==> src/rtl/intfmux_pkg.sv <==
// intfmux_pkg
// Shared definitions for the intfmux round-robin scheduler:
//   - state_t     : scheduler FSM encoding (IDLE / DRIVE / GAP)
//   - calc_*      : derivation of the word width and the serialization frame length
//   - idx_width   : clog2-style width of an index, never less than one bit
//   - wrap_idx    : (base + off) modulo n, used for round-robin pointer arithmetic
package intfmux_pkg;

    typedef enum logic [1:0] {
        ST_IDLE  = 2'd0,
        ST_DRIVE = 2'd1,
        ST_GAP   = 2'd2
    } state_t;

    // GAP is limited to 0..7, so a 3-bit idle counter always suffices.
    localparam int GAP_CNT_W = 3;

    function automatic int calc_databit(input int linebit, input int mux);
        return linebit * mux;
    endfunction

    function automatic int calc_frame(input int lat, input int mux, input int maxts);
        return lat + mux * maxts;
    endfunction

    function automatic int idx_width(input int n);
        return (n > 1) ? $clog2(n) : 1;
    endfunction

    function automatic int wrap_idx(input int base, input int off, input int n);
        return (base + off) % n;
    endfunction

endpackage

==> src/rtl/rr_pick.sv <==
// rr_pick
// Combinational rotate-priority encoder. Starting at ptr and moving upward
// (wrapping at NREQ), the first set request bit wins.
// Ports:
//   req    in  NREQ  request vector
//   ptr    in  PW    round-robin start position (always < NREQ)
//   winner out PW    index of the winning requester (0 when none)
//   valid  out 1     at least one request bit is set
module rr_pick
    import intfmux_pkg::*;
#(
    parameter int NREQ = 4,
    parameter int PW   = idx_width(NREQ)
) (
    input  logic [NREQ-1:0] req,
    input  logic [PW-1:0]   ptr,
    output logic [PW-1:0]   winner,
    output logic            valid
);

    always_comb begin
        logic [PW-1:0] idx;
        winner = '0;
        valid  = 1'b0;
        idx    = '0;
        // Walk from the farthest offset back to ptr itself; the nearest set
        // bit is written last and therefore wins, without needing a break.
        for (int off = NREQ - 1; off >= 0; off--) begin
            idx = PW'(wrap_idx(int'(ptr), off, NREQ));
            if (req[idx]) begin
                winner = idx;
                valid  = 1'b1;
            end
        end
    end

endmodule

==> src/rtl/intfmux_arb.sv <==
// intfmux_arb
// Round-robin scheduler sharing one intfmux8-style serializer between NREQ
// parallel-word requesters. A granted word is latched onto mdat, a slow
// strobe (mclk) is generated for the mux to edge-detect, and the word is held
// for the whole frame. The mux's osyn is checked to arrive within LAT+1
// cycles of the strobe rise.
// Ports:
//   synclk  in  1             sole clock
//   rst     in  1             synchronous reset, active-high
//   en      in  1             1 = new grants allowed
//   req     in  NREQ          per-requester request level
//   dat     in  NREQ*DATABIT  requester words, requester i at [i*DATABIT +: DATABIT]
//   msyn    in  1             osyn returned from the mux
//   mclk    out 1             strobe to mux iclk
//   mdat    out DATABIT       word to mux idat
//   msel    out clog2(NREQ)   index of the requester being served
//   gnt     out NREQ          one-hot grant pulse
//   done    out 1             frame-complete pulse
//   busy    out 1             frame in progress
//   syncerr out 1             pulse, mux failed to sync
module intfmux_arb
    import intfmux_pkg::*;
#(
    parameter int NREQ    = 4,
    parameter int LINEBIT = 1,
    parameter int MUX     = 8,
    parameter int MAXTS   = 6,
    parameter int CLKHI   = 3,
    parameter int LAT     = 3,
    parameter int GAP     = 2,
    parameter int DATABIT = calc_databit(LINEBIT, MUX),
    parameter int FRAME   = calc_frame(LAT, MUX, MAXTS)
) (
    input  logic                      synclk,
    input  logic                      rst,
    input  logic                      en,
    input  logic [NREQ-1:0]           req,
    input  logic [NREQ*DATABIT-1:0]   dat,
    input  logic                      msyn,
    output logic                      mclk,
    output logic [DATABIT-1:0]        mdat,
    output logic [idx_width(NREQ)-1:0] msel,
    output logic [NREQ-1:0]           gnt,
    output logic                      done,
    output logic                      busy,
    output logic                      syncerr
);

    localparam int PW    = idx_width(NREQ);
    localparam int CW    = idx_width(FRAME);
    localparam int GW    = GAP_CNT_W;
    localparam int GAPM1 = (GAP > 0) ? GAP - 1 : 0;

    // Parameter sanity, caught at elaboration.
    if (FRAME - CLKHI + GAP < 2) begin : g_bad_low_time
        $error("intfmux_arb: FRAME-CLKHI+GAP must be >= 2 so the mux sees mclk low");
    end
    if (NREQ < 2 || NREQ > 8) begin : g_bad_nreq
        $error("intfmux_arb: NREQ must be 2..8");
    end
    if (MUX < 1 || MUX > 8) begin : g_bad_mux
        $error("intfmux_arb: MUX must be 1..8");
    end
    if (GAP < 0 || GAP > 7) begin : g_bad_gap
        $error("intfmux_arb: GAP must be 0..7");
    end
    if (CLKHI < 2 || CLKHI >= FRAME) begin : g_bad_clkhi
        $error("intfmux_arb: CLKHI must be >= 2 and shorter than the frame");
    end
    if (DATABIT != LINEBIT * MUX || FRAME != LAT + MUX * MAXTS) begin : g_bad_derived
        $error("intfmux_arb: DATABIT and FRAME are derived and must not be overridden");
    end

    // Split the flat requester bus into one word per requester.
    logic [DATABIT-1:0] word [NREQ];
    for (genvar gi = 0; gi < NREQ; gi++) begin : g_word
        assign word[gi] = dat[gi*DATABIT +: DATABIT];
    end

    state_t          state_reg;
    logic [PW-1:0]   ptr_reg;
    logic [CW-1:0]   cnt_reg;
    logic [CW-1:0]   cnt_next;
    logic [GW-1:0]   gap_cnt_reg;
    logic            seen_reg;     // msyn rise observed inside the current window
    logic            msyn_reg;     // previous msyn, for rising-edge detection
    logic            msyn_rise;
    logic [PW-1:0]   pick_idx;
    logic            pick_valid;

    rr_pick #(
        .NREQ (NREQ),
        .PW   (PW)
    ) u_pick (
        .req    (req),
        .ptr    (ptr_reg),
        .winner (pick_idx),
        .valid  (pick_valid)
    );

    assign cnt_next  = cnt_reg + CW'(1);
    assign msyn_rise = msyn & ~msyn_reg;

    always_ff @(posedge synclk) begin
        if (rst) begin
            state_reg   <= ST_IDLE;
            ptr_reg     <= '0;
            cnt_reg     <= '0;
            gap_cnt_reg <= '0;
            seen_reg    <= 1'b0;
            msyn_reg    <= 1'b0;
            mclk        <= 1'b0;
            mdat        <= '0;
            msel        <= '0;
            gnt         <= '0;
            done        <= 1'b0;
            busy        <= 1'b0;
            syncerr     <= 1'b0;
        end else begin
            // Pulse outputs default low; each is raised for a single cycle.
            gnt      <= '0;
            done     <= 1'b0;
            syncerr  <= 1'b0;
            msyn_reg <= msyn;

            case (state_reg)
                ST_IDLE: begin
                    if (en && pick_valid) begin
                        gnt       <= NREQ'(1) << pick_idx;
                        mdat      <= word[pick_idx];
                        msel      <= pick_idx;
                        ptr_reg   <= PW'(wrap_idx(int'(pick_idx), 1, NREQ));
                        cnt_reg   <= '0;
                        seen_reg  <= 1'b0;
                        mclk      <= 1'b1;
                        busy      <= 1'b1;
                        state_reg <= ST_DRIVE;
                    end
                end

                ST_DRIVE: begin
                    // Sync window: the edges that sample counter values
                    // 0..LAT, i.e. the LAT+1 cycles following the mclk rise.
                    if (cnt_reg <= CW'(LAT)) begin
                        if (msyn_rise) begin
                            seen_reg <= 1'b1;
                        end
                        if (cnt_reg == CW'(LAT)) begin
                            syncerr <= ~(seen_reg | msyn_rise);
                        end
                    end

                    if (cnt_reg == CW'(FRAME - 1)) begin
                        done        <= 1'b1;
                        busy        <= 1'b0;
                        mclk        <= 1'b0;
                        cnt_reg     <= '0;
                        gap_cnt_reg <= '0;
                        state_reg   <= (GAP > 0) ? ST_GAP : ST_IDLE;
                    end else begin
                        cnt_reg <= cnt_next;
                        mclk    <= (cnt_next < CW'(CLKHI));
                    end
                end

                ST_GAP: begin
                    if (gap_cnt_reg == GW'(GAPM1)) begin
                        state_reg <= ST_IDLE;
                    end else begin
                        gap_cnt_reg <= gap_cnt_reg + GW'(1);
                    end
                end

                default: begin
                    state_reg <= ST_IDLE;
                end
            endcase
        end
    end

endmodule
==> config.mk <==
export PLATFORM = sky130hd
export DESIGN_NAME = intfmux_arb
export DESIGN_NICKNAME = d
export VERILOG_FILES = /design/src/rtl/intfmux_pkg.sv /design/src/rtl/rr_pick.sv /design/src/rtl/intfmux_arb.sv
export SDC_FILE = /design/constraint.sdc
export NUM_CORES = 1
export LEC_CHECK = 0
export CELL_PAD_IN_SITES_DETAIL_PLACEMENT = 1
export CELL_PAD_IN_SITES_GLOBAL_PLACEMENT = 1
export CORE_ASPECT_RATIO = 0.9
export CORE_UTILIZATION = 31
export CTS_BUF_LIST = sky130_fd_sc_hd__clkbuf_16
export CTS_CLUSTER_SIZE = 8
export DETAILED_ROUTE_END_ITERATION = 12
export HOLD_SLACK_MARGIN = 0.15
export PLACE_DENSITY_LB_ADDON = 0.1
export SYNTH_ARGS = -nofsm -noshare
export SYNTH_HDL_FRONTEND = slang
export SYNTH_SLANG_ARGS = --single-unit
==> constraint.sdc <==
create_clock -name synclk -period 3.05 [get_ports synclk]
set_clock_uncertainty 0.2 [all_clocks]
set_input_delay 0.4575 -clock synclk [delete_from_list [all_inputs] [get_ports synclk]]
set_output_delay 0.4575 -clock synclk [all_outputs]
set_load 0.01 [all_outputs]
==> flow_summary.toml, run 1 <==
[clock_tree]
clk_path_buf_depth = 2
cts-root-buf = "clkbuf_16"
cts-buffers-inserted = 5
tritoncts = "built"
cts_sinks = 33
cts_hold_buf = 0
h-tree-depth = 2
cts_resized = 0
cts.clk_slew.worst_paths_ns = 0.05
insertion_delay_ns = 0.28
cts_setup_buffers = 0

[cells_and_area]
layout_commonest_cell = "clkdlybuf4s50_1"
diodes = 0
nNetsFinal = 281
drive_gt1_share_pct = 8.861
area_growth_pct = 45.49
layout_common_cells = "clkdlybuf4s50_1 (57), dfxtp_1 (33), nor2_1 (17), nor3_1 (14), mux2i_1 (10)"
fin_area_um2 = 2445
largest_register_ffs = 8

[placed_design]
port_buffers = 57
hpwl_um = 3418
place_ws_ns = -0.06747
place_congestion = 0.8113
placement.cell_area_um2 = 2306

[grt]
grt_max_degree = 18
grt_pass1_wl_um = 7514
grt_pass1_vias = 1600
overflow = 0
antenna_found_initial = 0
grt_use_total_pct = 17.31

[critical_path]
worstPathMaxFanout = 17
cp_slowest_cell = "o221ai_2"
timing_worst_setup_path_type = "in2reg"
end_kind = "register"
crit_chain = "clkdlybuf4s50_1 -> mux2i_1 -> o221ai_2 -> mux2_2 -> a221o_1"
rrSetupSlack_ns = 0.48
worstRegToRegCells = 4
r2r_start = "ptr_reg[1]"
arrival_ns = 2.78
rr_endpoint = "mdat[7]"
slowest_delay_ns = 0.91
startpoint_type = "input pin"
cp_top_family = "compound AO/OA/AOI/OAI gates"
cp.buffers_inverters = 1
required_ns = 3.01

[route]
antenna_left = 0
vias = 1531
drt-total-wl_um = 4518
wire_per_inst_um = 14.86
first_iter_violations = 47
drcViolationCount = 0
first_pass_iters = 4
viasPerCell = 5.036

[floorplanning]
fp.dieH_um = 71.85
start_util_pct = 32.17
core_area_um2 = 5224
dieWidth_um = 79.61
io_pins = 58
rows = 25
dieArea_um2 = 5719

[yosys]
synthAdderAreaFrac_pct = 3.723
synth_top_area_share_pct = 39.31
synth-simple-area-share_pct = 21.15
synth-main-ff-cell = "dfxtp_1"
async_flop_share_pct = 0
synth_cells = 177
muxShareOfSynthArea_pct = 11.32
synth.distinct_cells = 45
syn_avg_cell_area_um2 = 9.494
synth-seq-area-share_pct = 39.31
synth-edff-count = 0
yosys_warnings = 0
synth_top_family_by_area = "simple AND/OR/NAND/NOR gates"
synth-seq-cells = 33
syn_nets = 222
synth_compound_area_share_pct = 16.53
synth_xor_area_share_pct = 3.127
yosys.area.top_type = "dfxtp_1"
synth_area_um2 = 1680
yosys-top-cells-area = "dfxtp_1 (39%), mux2i_1 (6.0%), a221o_1 (4.8%)"

[min_path]
min_delay_path_depth = 1
hold_path_end = "syncerr"
min_from = "seen_reg"
worstHoldPathType = "reg2reg"

[sta]
setup_tns_ns = 0
whs_ns = 0.2182
period_needed_ns = 2.826
relSlewSlack_pct = 22.62
slew_violations = 0
min_period_over_period_pct = 92.65
setup_ws_ns = 0.2241
rsz0062_at_grt = "false"
setup_violations = 0
worstMarginPinSlew_ns = 1.161
hold_viol = 0
fmax_mhz = 353.9

[run]
drv_cap = 0

[power]
ir_drop_uv = 240.3
leakage_nw = 0.9627
powerDensity_nw_per_um2 = 480.8

[outcome]
status = "finished clean"
## how the worst max path moves through the flow
| stage | to | slack [ns] | cells past startpoint | start |
|---|---|---|---|---|
| floorplan | mdat[0] | 1.0 | 5 | req[1] |
| global placement | mdat[7] | 0.07 | 5 | req[0] |
| detailed placement | mdat[7] | -0.07 | 5 | req[0] |
| CTS | mdat[7] | 0.23 | 5 | req[0] |
| global route | mdat[7] | 0.13 | 5 | req[0] |
| finish | mdat[7] | 0.22 | 5 | req[0] |
## layout make-up
type,count,area [um2]
well taps,67,83.83
clock inverters,3,13.76
clock buffers,5,125.1
inverters,6,22.52
multi-input cells,129,938.4
repair buffers,61,600.6
flip-flops and latches,33,660.6
fillers,599,2779
## cell usage after synthesis, types with 3 or more instances
master / instances
inv_1: 6
nand2_1: 8
buf_4: 4
a21oi_1: 6
mux2i_1: 10
a221o_1: 8
nand3_2: 3
xnor2_1: 4
nor2b_1: 6
dfxtp_1: 33
nor3_1: 14
ha_1: 5
o21ai_0: 3
nor2_1: 17
nand2b_1: 4
mux2_1: 7
## layer usage
metal	GRT usage, %	part of all wire (%)
met3	3.822	3.6
met4	7.879	1.5
met2	29.63	50
met1	20.57	45
met5	0	0
## through the flow
stage	power (mW)	utilization (%)	cells
floorplan	0.5951	-	177
global placement	0.7025	44.14	296
detailed placement	0.7100	44.14	296
CTS	1.193	46.80	304
global route	1.233	46.80	304
finish	1.176	46.80	304
## cells by family (layout without fill, tap and decap cells)
| family | count (synthesis) | after routing |
|---|---|---|
| and+or+nand+nor | 65 | 65 |
| xor gates and xnor gates | 6 | 6 |
| AOI/OAI and AO/OA | 35 | 35 |
| muxes | 18 | 18 |
| buffers and inverters | 15 | 75 |
| adders and majority gates | 5 | 5 |
| DFF | 33 | 33 |
## where the power goes
part | switching [mW] | internal, mW
logic | 0.0959 | 0.131
registers | 0.0174 | 0.456
clock network | 0.180 | 0.296
(Power assumes the default switching activity.)
==> inputs of run 2 (changes only) <==
--- a/config.mk
+++ b/config.mk
@@ -10,10 +10,12 @@
 export CORE_ASPECT_RATIO = 0.9
 export CORE_UTILIZATION = 31
 export CTS_BUF_LIST = sky130_fd_sc_hd__clkbuf_16
+export CTS_CLUSTER_DIAMETER = 50
 export CTS_CLUSTER_SIZE = 8
 export DETAILED_ROUTE_END_ITERATION = 12
 export HOLD_SLACK_MARGIN = 0.15
 export PLACE_DENSITY_LB_ADDON = 0.1
 export SYNTH_ARGS = -nofsm -noshare
 export SYNTH_HDL_FRONTEND = slang
+export SYNTH_HIERARCHICAL = 1
 export SYNTH_SLANG_ARGS = --single-unit
==> run 2 against run 1 <==
  * Hold slack better by 0.036 ns
  * Final area up 1.3%
  * Total power up 0.88%
  * Die area up 2.4%
  * Critical path type unchanged
  * Worst setup slack better by 0.54 ns
  * Via count up 5.6%
  * Cell count up 5.6%
  * Highest routed layer unchanged
  * Maximum frequency up 24%
  * Clock-buffer cell count unchanged
  * Synthesized area up 2.5%
  * Clock power down 2%
==> flow_summary.toml, run 2 <==
[critical_path]
r2r_start = "ptr_reg[1]"
timing_worst_setup_path_type = "in2reg"
rrSetupSlack_ns = 0.98
worstPathMaxFanout = 15
rr_endpoint = "mdat[5]"
end_kind = "register"
required_ns = 3.01
crit_chain = "clkdlybuf4s50_1 -> mux2i_1 -> a211oi_2 -> buf_4 -> mux4_2 -> nand2_1 -> a21oi_1"
startpoint_type = "input pin"
crit_path_start = "req[3]"
cp_slowest_cell = "mux4_2"
slowest_delay_ns = 0.53
worstRegToRegCells = 7
arrival_ns = 2.24
crit_end = "mdat[5]"

[cells_and_area]
diodes = 0
seq_area_um2 = 660.6
drive_gt1_share_pct = 9.843
layout_commonest_cell = "clkdlybuf4s50_1"
layout_common_cells = "clkdlybuf4s50_1 (57), dfxtp_1 (33), nand2_1 (29), nor2_1 (23), a21oi_1 (20)"
fillers = 625
nNetsFinal = 298
largest_register_ffs = 8
multiInputGateArea_um2 = 957.2
area_growth_pct = 43.90

[sta]
setup_violations = 0
slew_violations = 0
whs_ns = 0.2545
rsz0062_at_grt = "false"
min_period_over_period_pct = 74.83
period_needed_ns = 2.282
fmax_mhz = 438.2
setup_tns_ns = 0
worstMarginPinSlew_ns = 0.5654
relSlewSlack_pct = 62.19
hold_viol = 0

[outcome]
status = "finished clean"

[clock_tree]
tritoncts = "built"
cts_setup_buffers = 0
h-tree-depth = 2
cts_sinks = 33
insertion_delay_ns = 0.27
cts_resized = 0
cts.clk_slew.worst_paths_ns = 0.05
cts_hold_buf = 0
clk_path_buf_depth = 2
cts-buffers-inserted = 5
cts-root-buf = "clkbuf_16"

[floorplanning]
dieWidth_um = 80.56
dieArea_um2 = 5856
start_util_pct = 32.57
core_area_um2 = 5286
io_pins = 58
fp.dieH_um = 72.70
rows = 25

[yosys]
synth-seq-area-share_pct = 38.37
synth_top_family_by_area = "simple AND/OR/NAND/NOR gates"
synth.distinct_cells = 40
yosysMostFrequentCell = "dfxtp_1"
synth-seq-cells = 33
synth_compound_area_share_pct = 14.46
synth-edff-count = 0
synth_cells = 195
syn_nets = 240
async_flop_share_pct = 0
synth-main-ff-cell = "dfxtp_1"
synth_area_um2 = 1722
yosys-top-cells-count = "dfxtp_1 (33), nand2_1 (29), nor2_1 (23)"
synth_top_area_share_pct = 38.37
synthAdderAreaFrac_pct = 3.634
synth-simple-area-share_pct = 24.78
yosys_warnings = 6
yosys.area.top_type = "dfxtp_1"
yosys-top-cells-area = "dfxtp_1 (38%), mux4_2 (10%), nand2_1 (6.3%)"
synth_xor_area_share_pct = 0.5087
muxShareOfSynthArea_pct = 12.21
syn_avg_cell_area_um2 = 8.829

[grt]
grt_use_total_pct = 17.70
antenna_found_initial = 0
overflow = 0
grt_pass1_wl_um = 7707
grt_pass1_vias = 1598
grt_max_degree = 16

[placed_design]
hpwl_um = 3505
place_congestion = 0.7486
port_buffers = 57

[power]
switching_share_pct = 24.69
leakage_nw = 0.9062
power_frac_comb_pct = 20.8
intPower_mw = 0.8931
fin_total_pwr_mw = 1.186
ir_drop_uv = 264.1
pwr-share-clk_pct = 39.3
p_sw_mw = 0.2927
powerDensity_nw_per_um2 = 478.7
seq_power_share_pct = 40.0

[route]
vias = 1616
first_iter_violations = 87
drcViolationCount = 0
first_pass_iters = 4
viasPerCell = 5.034
wire_per_inst_um = 14.60
drt-total-wl_um = 4686
antenna_left = 0

[run]
drv_cap = 0

[min_path]
worstHoldPathType = "reg2reg"
-- run 2: power by group through the flow --
| stage | logic [mW] | clock network (mW) | registers [mW] |
|---|---|---|---|
| 4_1_cts | 0.251 | 0.483 | 0.474 |
| 6_report | 0.246 | 0.466 | 0.474 |
| 3_5_place_dp | 0.250 | 0 | 0.483 |
| 2_1_floorplan | 0.126 | 0 | 0.487 |
| 3_3_place_gp | 0.247 | 0 | 0.483 |
| 5_1_grt | 0.270 | 0.502 | 0.476 |
-- run 2: critical path, delay by kind of cell --
family,cells,cell delay [ns]
muxes,2,0.63
AOI/OAI and AO/OA,2,0.28
and+or+nand+nor,1,0.08
buffers and inverters,2,0.80
-- run 2: stage by stage --
stage | utilization, % | cells | worst slack (ns) | instance area (um2)
CTS | 46.86 | 321 | 0.7536 | 2477
finish | 46.86 | 321 | 0.7678 | 2477
global route | 46.86 | 321 | 0.6581 | 2477
floorplan | - | 195 | 0.9373 | 1722
global placement | 44.26 | 313 | 0.5070 | 2340
detailed placement | 44.26 | 313 | 0.4669 | 2340
-- run 2: logic make-up (layout without fill, tap and decap cells) --
family | count (synthesis) | in the layout
compound gates | 39 | 39
xor+xnor | 1 | 1
fa+ha+maj | 5 | 5
buf+inv | 17 | 76
flops | 33 | 33
mux | 11 | 11
simple gates | 89 | 89
-- run 2: worst min-delay path by stage --
stage,cells after the start,startpoint,slack (ns),endpoint
6_report,2,mdat[1],0.25,mdat[1]
3_3_place_gp,2,mdat[7],0.24,mdat[7]
4_1_cts,2,mdat[1],0.26,mdat[1]
2_1_floorplan,2,gap_cnt_reg[2],0.27,gap_cnt_reg[2]
3_5_place_dp,2,mdat[1],0.25,mdat[1]
5_1_grt,2,msel[0],0.27,msel[0]
-- run 2: metal layers --
| metal | vias to the layer above | track usage, % | part of all wire (%) |
|---|---|---|---|
| li1 | 802 | - | - |
| met5 | - | 0 | 0 |
| met2 | 34 | 29.76 | 50 |
| met3 | 2 | 5.750 | 3.8 |
| met1 | 778 | 21.75 | 46 |
| met4 | 0 | 4.762 | 0.49 |
-- run 2: final cells by class --
type | instances | area share [%]
clock buffer | 5 | 5.050
clock inverter | 3 | 0.5050
inverter | 4 | 0.6061
multi-input combinational | 145 | 38.64
sequential | 33 | 26.67
tap | 67 | 3.384
timing repair buffer | 64 | 25.15
==> inputs of run 3 (changes only) <==
==> constraint.sdc (replaced) <==
create_clock -name synclk -period 2.1 [get_ports synclk]
set_clock_uncertainty 0.2 [all_clocks]
set_input_delay 0.315 -clock synclk [delete_from_list [all_inputs] [get_ports synclk]]
set_output_delay 0.315 -clock synclk [all_outputs]
set_load 0.01 [all_outputs]
==> run 3 against run 2 <==
  * Worst setup slack worse by 0.67 ns
  * Register-to-register slack worse by 0.88 ns
  * Flip-flop and latch count unchanged
  * Non-clock buffer count up 11
  * Via count up 1.9%
  * Sequential power up 45%
  * Routed wire length up 5.5%
  * Clock-buffer cell count unchanged
==> flow_summary.toml, run 3 (synthesis gave the netlist of run 2 again) <==
[clock_tree]
cts_hold_buf = 0
clk_path_buf_depth = 2
cts.clk_slew.worst_paths_ns = 0.05
insertion_delay_ns = 0.28
cts_sinks = 33
cts-root-buf = "clkbuf_16"
h-tree-depth = 2
cts-buffers-inserted = 5
tritoncts = "built"

[floorplanning]
dieArea_um2 = 5856
core_area_um2 = 5286
rows = 25
fp.dieH_um = 72.70
start_util_pct = 32.57
io_pins = 58
dieWidth_um = 80.56

[min_path]
worstHoldPathType = "reg2reg"
min_from = "msel[0]"

[critical_path]
worstPathMaxFanout = 5
r2r_start = "ptr_reg[0]"
timing_worst_setup_path_type = "in2reg"
startpoint_type = "input pin"
arrival_ns = 1.97
required_ns = 2.07
end_kind = "register"
crit_path_start = "req[0]"

[placed_design]
place_congestion = 0.7668
hpwl_um = 3716
port_buffers = 57
placement.cell_area_um2 = 2412

[power]
p_sw_mw = 0.4429
powerDensity_nw_per_um2 = 680.7
switching_share_pct = 24.92
seq_power_share_pct = 38.7
leakage_nw = 0.9918
intPower_mw = 1.335
pwr-share-clk_pct = 38.0
ir_drop_uv = 368.6
power_frac_comb_pct = 23.4

[route]
antenna_left = 0
vias = 1647
drt-total-wl_um = 4946
wire_per_inst_um = 14.94
first_iter_violations = 58
drcViolationCount = 0
viasPerCell = 4.976
first_pass_iters = 4

[sta]
setup_tns_ns = 0
hold_viol = 0
period_needed_ns = 2.004
relSlewSlack_pct = 71.53
min_period_over_period_pct = 95.43
worstMarginPinSlew_ns = 0.4212
fmax_mhz = 499.0
setup_violations = 0
whs_ns = 0.2518
rsz0062_at_grt = "false"
slew_violations = 0

[run]
drv_cap = 0

[grt]
grt_pass1_wl_um = 8211
antenna_found_initial = 0
grt_max_degree = 13
overflow = 0
grt_use_total_pct = 18.92
grt_pass1_vias = 1655

[outcome]
status = "finished clean"

[cells_and_area]
layout_common_cells = "clkdlybuf4s50_1 (55), dfxtp_1 (32), nand2_1 (28), nor2_1 (22), a21oi_1 (19)"
fin_util_pct = 49.40
drive_gt1_share_pct = 15.15
largest_register_ffs = 8
fin_area_um2 = 2611
nNetsFinal = 309
diodes = 0
layout_commonest_cell = "clkdlybuf4s50_1"
area_growth_pct = 51.67
==> run 3: critical path: stages <==
cell	delay, ns
clkdlybuf4s50_1	0.42
buf_4	0.14
a211oi_2	0.16
buf_4	0.18
clkbuf_16	0.15
mux4_2	0.48
nand2_1	0.08
a21oi_1	0.05
==> run 3: repair_timing <==
| action | 4_1_cts | 5_1_grt |
|---|---|---|
| buffers inserted | 1 | 2 |
| pin swaps | 1 | 5 |
| cloned | 0 | 1 |
| gates resized for setup | 2 | 7 |
| setup endpoints to repair | 13 | 8 |
==> run 3: area by class of cell <==
cell class / count / area, um2
Timing Repair Buffer: 75 / 740.7
Multi-Input combinational cell: 145 / 974.7
Clock inverter: 2 / 7.507
Tap cell: 67 / 83.83
Inverter: 4 / 15.01
Fill cell: 617 / 2675
Clock buffer: 5 / 125.1
Sequential cell: 33 / 664.4
==> run 3: power groups by stage <==
stage / registers [mW] / logic [mW] / clock network [mW]
2_1_floorplan: 0.707 / 0.184 / 0
3_3_place_gp: 0.699 / 0.384 / 0
3_5_place_dp: 0.699 / 0.391 / 0
4_1_cts: 0.687 / 0.398 / 0.699
5_1_grt: 0.692 / 0.454 / 0.725
6_report: 0.688 / 0.415 / 0.675
==> run 3: per-stage QoR <==
step	setup slack, ns	instances	total power [mW]
final	0.09605	331	1.778
after detailed placement	-0.5830	321	1.090
after CTS	0.01217	329	1.783
after global routing	0.01942	331	1.871
after global placement	-0.5288	321	1.084
after floorplan	0.01729	195	0.8904
==> run 3: path summary, 6_finish.rpt <==
path,to,slack (ns),depth (start not counted)
worst max register to register,mdat[2],0.1,8
worst max-delay path,mdat[2],0.1,8
worst min-delay path,msel[0],0.25,2
worst min register to register,msel[0],0.25,2
==> run 3: layer usage <==
metal / global-route usage [%] / vias up / share of wire [%]
met4: 5.952 / 0 / 1.2
met3: 6.250 / 6 / 5.1
li1: - / 835 / -
met2: 29.76 / 33 / 47
met5: 0 / - / 0
met1: 24.54 / 773 / 47
